File: src/rtl/tick_scheduler.sv
// Shared 1 kHz prescaler driving N_CH programmable periodic/one-shot tick channels.
// Optional square-wave outputs are built when TICK_SCHED_SQUARE_EN is defined.
module tick_scheduler #(
    parameter int unsigned PRESCALE = 100000,
    parameter int unsigned N_CH     = 4,
    parameter int unsigned PW       = 16
) (
    input  logic                    clk_fpga,
    input  logic                    rst_n,
    input  logic                    cfg_we,
    input  logic [$clog2(N_CH)-1:0] cfg_ch,
    input  logic [PW-1:0]           cfg_period,
    input  logic                    cfg_oneshot,
    input  logic [N_CH-1:0]         start,
    input  logic [N_CH-1:0]         stop,
    output logic [N_CH-1:0]         busy,
    output logic [N_CH-1:0]         tick_out,
    output logic                    base_tick,
    output logic [N_CH-1:0]         sq_out
);

    localparam int unsigned CW  = $clog2(N_CH);
    localparam int unsigned PSW = $clog2(PRESCALE);

    typedef enum logic {ST_IDLE, ST_RUN} state_t;

    logic [PSW-1:0]  r_presc;
    logic            r_base_tick;

    state_t          r_state    [N_CH];
    state_t          w_state_nx [N_CH];
    logic [PW-1:0]   r_period    [N_CH];
    logic [PW-1:0]   w_period_nx [N_CH];
    logic [PW-1:0]   r_cnt    [N_CH];
    logic [PW-1:0]   w_cnt_nx [N_CH];
    logic [N_CH-1:0] r_oneshot;
    logic [N_CH-1:0] w_oneshot_nx;
    logic [N_CH-1:0] r_tick;
    logic [N_CH-1:0] w_tick_nx;
    logic [N_CH-1:0] w_cfg_hit;

    always_ff @(posedge clk_fpga or negedge rst_n) begin
        if (!rst_n) begin
            r_presc     <= '0;
            r_base_tick <= 1'b0;
        end else begin
            if (r_presc == PSW'(PRESCALE - 1)) begin
                r_presc <= '0;
            end else begin
                r_presc <= r_presc + PSW'(1);
            end
            r_base_tick <= (r_presc == PSW'(PRESCALE - 1));
        end
    end

    assign base_tick = r_base_tick;

    always_comb begin
        for (int unsigned i = 0; i < N_CH; i++) begin
            w_cfg_hit[i] = cfg_we && (cfg_ch == CW'(i));
        end
    end

    // Priority per channel: stop, then start (seeing this cycle's write), then
    // a write to a running channel, then base-tick countdown.
    always_comb begin
        w_tick_nx = '0;
        for (int unsigned i = 0; i < N_CH; i++) begin
            w_state_nx[i]   = r_state[i];
            w_period_nx[i]  = w_cfg_hit[i] ? cfg_period  : r_period[i];
            w_oneshot_nx[i] = w_cfg_hit[i] ? cfg_oneshot : r_oneshot[i];
            w_cnt_nx[i]     = r_cnt[i];
            if (stop[i]) begin
                w_state_nx[i] = ST_IDLE;
            end else if (start[i]) begin
                if (w_period_nx[i] != '0) begin
                    w_state_nx[i] = ST_RUN;
                    w_cnt_nx[i]   = w_period_nx[i];
                end else begin
                    w_state_nx[i] = ST_IDLE;
                end
            end else if (r_state[i] == ST_RUN) begin
                if (w_cfg_hit[i]) begin
                    if (w_period_nx[i] == '0) begin
                        w_state_nx[i] = ST_IDLE;
                    end else begin
                        w_cnt_nx[i] = w_period_nx[i];
                    end
                end else if (r_base_tick) begin
                    if (r_cnt[i] == PW'(1)) begin
                        w_tick_nx[i] = 1'b1;
                        if (r_oneshot[i]) begin
                            w_state_nx[i] = ST_IDLE;
                        end else begin
                            w_cnt_nx[i] = r_period[i];
                        end
                    end else begin
                        w_cnt_nx[i] = r_cnt[i] - PW'(1);
                    end
                end
            end
        end
    end

    always_ff @(posedge clk_fpga or negedge rst_n) begin
        if (!rst_n) begin
            for (int unsigned i = 0; i < N_CH; i++) begin
                r_state[i]  <= ST_IDLE;
                r_period[i] <= '0;
                r_cnt[i]    <= '0;
            end
            r_oneshot <= '0;
            r_tick    <= '0;
        end else begin
            for (int unsigned i = 0; i < N_CH; i++) begin
                r_state[i]  <= w_state_nx[i];
                r_period[i] <= w_period_nx[i];
                r_cnt[i]    <= w_cnt_nx[i];
            end
            r_oneshot <= w_oneshot_nx;
            r_tick    <= w_tick_nx;
        end
    end

    always_comb begin
        for (int unsigned i = 0; i < N_CH; i++) begin
            busy[i] = (r_state[i] == ST_RUN);
        end
    end

    assign tick_out = r_tick;

`ifdef TICK_SCHED_SQUARE_EN
    logic [N_CH-1:0] r_sq;
    logic [N_CH-1:0] w_sq_nx;

    // Leaving RUN clears the square wave even when a one-shot tick toggles it.
    always_comb begin
        for (int unsigned i = 0; i < N_CH; i++) begin
            w_sq_nx[i] = (w_state_nx[i] == ST_IDLE) ? 1'b0 : (r_sq[i] ^ w_tick_nx[i]);
        end
    end

    always_ff @(posedge clk_fpga or negedge rst_n) begin
        if (!rst_n) begin
            r_sq <= '0;
        end else begin
            r_sq <= w_sq_nx;
        end
    end

    assign sq_out = r_sq;
`else
    assign sq_out = '0;
`endif

endmodule

File: config.mk
export PLATFORM = sky130hd
export DESIGN_NAME = tick_scheduler
export DESIGN_NICKNAME = d
export VERILOG_FILES = /design/src/rtl/tick_scheduler.sv
export SDC_FILE = /design/constraint.sdc
export NUM_CORES = 1
export LEC_CHECK = 0
export CAP_MARGIN = 20
export CORE_MARGIN = 3
export CORE_UTILIZATION = 45
export DETAILED_ROUTE_END_ITERATION = 10
export PLACE_DENSITY = 0.7
export SETUP_SLACK_MARGIN = 0.4
export SYNTH_ARGS = -nofsm -noshare
export SYNTH_HDL_FRONTEND = slang
export SYNTH_SLANG_ARGS = --single-unit
File: constraint.sdc
create_clock -name clk_fpga -period 3.7 [get_ports clk_fpga]
set_clock_uncertainty 0.05 [all_clocks]
set_input_delay 0.555 -clock clk_fpga [delete_from_list [all_inputs] [get_ports clk_fpga]]
set_output_delay 0.555 -clock clk_fpga [all_outputs]
set_load 0.005 [all_outputs]
==> impl_metrics.toml <==
[logic_synthesis]
ys_seq_elements = 158
syn_avg_cell_area_um2 = 8.562
yosysSeqAreaShare = 0.4475
synth_flop_cell = "dfrtp_1"
async_flop_share = 1.000
syn_area_um2 = 8836
ys_types = 78
ys_warn_count = 0
synth_cells = 1032
synth_edf_count = 0

[setup_path]
path_buf_inv = 1
r2r_cells = 8
crit_slowest_cell = "a311o_1"
cp_num_cells = 7
crit_fanout = 21
worstSetupStartpointType = "input port"
r2r_start = "r_cnt[49]"
regToRegEndpoint = "r_cnt[58]"
crit_required_ns = 3.97
crit_top_cell = "nor4_1"
critical_path_class = "in2reg"
crit_path_cell_trace = "clkdlybuf4s50_1, nor4_1, and4_1, nor4_1, a311o_1, o21ai_0, a22o_1"
rrSetupSlack_ns = 0.90
path_delay_family = "compound AO/OA/AOI/OAI gates"
end_kind = "flop"
cp.arrival_ns = 3.26
max_stage_delay_ns = 0.76

[finish]
area_growth_pct = 15.49
layout_commonest_cell = "nand2_1"
nNetsFinal = 1110
num_antenna_cells = 0
fillers = 1772
seq_area_um2 = 3954
final_layout_size_suffix_gt1_frac = 0.09141
final_cell_mix = "nand2_1 (251), dfrtp_1 (158), nor2_1 (97)"
multi_input_area_um2 = 4563

[placement]
portBuffers = 38
routabilityCongestion = 0.8721
dp_slack_ns = 0.2754
dp_hpwl_mm = 17.05

[clock_tree]
tritoncts = "yes"
clkTransAtPathRegs_ns = 0.07
h-tree-depth = 4
clk_latency_ns = 0.43
cts_sinks = 158
cts_resized = 0
postCtsHoldBufs = 0
numCtsBuffers = 17
cts_buffer_depth = 2
cts_root_buf = "clkbuf_16"
postCtsSetupBuffers = 0

[sta]
period_share = 0.8077
period_minus_slack_ns = 2.988
setup_violations = 0
worst_slew_pin_slew_ns = 0.9681
slew_viol_final = 0
timing.fmax_mhz = 334.6
setup_ws_ns = 0.7116
slew_headroom = 0.3487
rsz0062_at_grt = "false"
hold_viol = 0
setup_tns_ns = 0

[global_routing]
use_met1 = 0.3227
grt_overflow = 0
grt_util_met3 = 0.04128
grt_pass1_wl_mm = 39.19
antenna_found_initial = 0
gr-usage-met2 = 0.3471
top_usage_layer = "met2"
grt_util_all_layers = 0.2283
grt_max_degree = 83
grt_pass1_vias = 7362

[run]
maxCapViolCount = 0

[power]
power.density_nw_per_um2 = 532.4
power_uw = 5433
p_leak_uw = 0.004498
peakVddDrop_uv = 334.1

[drt]
wire_per_inst_um = 18.13
postRouteAntennaNets = 0
drt_iter0_drc = 618
wl_mm = 24.35
drc = 0
vias_per_cell = 5.893
dr.pass1.iters = 5
num_vias = 7914

[floorplanning]
core.rowCount = 50
core_um2 = 19020
die_w_um = 146.1
die_area_um2 = 21350
ios = 43
fp.dieH_um = 146.1
start_util = 0.4646

[hold_path]
hold_class = "in2async"

[outcome]
status = "completed"
area by class of cell:
cell class                 instances  share of cell area
clock buffer                      19             0.04438
clock inverter                    12             0.01569
inverter                          17            0.006253
multi-input combinational        804              0.4472
sequential                       158              0.3874
tap                              260             0.03188
timing repair buffer              73             0.06719
where the power goes:
group	total [uW]	switching, uW	internal (uW)
clock	1840	737	1100
sequential	2400	367	2030
combinational	1190	676	518
metal layers:
metal | share of wire | wire, um | up-vias
met2 | 0.45 | 10900 | 288
met3 | 0.062 | 1517 | 57
met5 | 0 | 0 | -
li1 | - | - | 3762
met4 | 0.036 | 879 | 0
met1 | 0.45 | 11050 | 3807
per-stage QoR:
| stage | std cells | hold WS, ns | util | instance area, um^2 |
|---|---|---|---|---|
| final | 1343 | 0.1314 | 0.5366 | 10200 |
| after CTS | 1342 | 0.1651 | 0.5360 | 10190 |
| after global routing | 1343 | 0.1951 | 0.5366 | 10200 |
| after floorplan | 1035 | 0.2094 | - | 8847 |
| after detailed placement | 1311 | 0.4193 | 0.5038 | 9580 |
| after global placement | 1311 | 0.4089 | 0.5038 | 9580 |
flip-flops by register name, indices dropped and copies added, names as in the netlist:
register,count
r_period,64
base_tick,1
busy,4
r_cnt,64
r_presc,17
tick_out,4
r_oneshot,4
worst max path at each step:
stage	end	slack (ns)	startpoint
finish	r_cnt[12]	0.71	cfg_period[3]
CTS	r_cnt[18]	0.74	cfg_ch[1]
global placement	r_cnt[12]	0.34	cfg_period[3]
global route	r_cnt[12]	0.53	cfg_period[3]
floorplan	r_cnt[50]	1.26	r_cnt[49]
detailed placement	r_cnt[12]	0.28	cfg_period[3]
cells in the mapped netlist, drive strengths merged, types with 4 or more instances:
| library cell | instances | area, um^2 |
|---|---|---|
| o31ai | 9 | 67.56 |
| nand3 | 22 | 115.1 |
| nand4 | 17 | 106.4 |
| a21oi | 44 | 231.5 |
| nand2b | 7 | 43.79 |
| a211o | 4 | 35.03 |
| ha | 9 | 112.6 |
| xnor2 | 17 | 148.9 |
| and4 | 6 | 52.55 |
| or3 | 5 | 31.28 |
| xor2 | 18 | 157.7 |
| o311ai | 6 | 52.55 |
| mux2 | 12 | 135.1 |
| nor3 | 19 | 95.09 |
| a22o | 5 | 43.79 |
| o22ai | 6 | 37.54 |
| nor2b | 4 | 25.02 |
| and3 | 8 | 50.05 |
| a211oi | 5 | 37.54 |
| dfrtp | 158 | 3954 |
| a21o | 6 | 45.04 |
| o211ai | 13 | 97.59 |
| a31oi | 24 | 156.4 |
| mux2i | 8 | 80.08 |
| buf | 22 | 145.1 |
| and2 | 5 | 31.28 |
| inv | 17 | 63.81 |
| nand2 | 252 | 948.4 |
| or4 | 12 | 90.09 |
| nor4 | 42 | 311.6 |
| nor3b | 4 | 35.03 |
| nand3b | 5 | 37.54 |
| o21ai | 61 | 309.0 |
| clkbuf | 34 | 127.6 |
| nor2 | 97 | 364.1 |
logic make-up after synthesis:
family	after synthesis	share of synthesized area
flops	158	0.4475
other cells	1	0.0004244
buf+inv	73	0.03809
xor+xnor	35	0.03469
fa+ha+maj	9	0.01274
mux	20	0.02436
compound gates	218	0.1654
simple gates	518	0.2768
(Power assumes the default switching activity.)
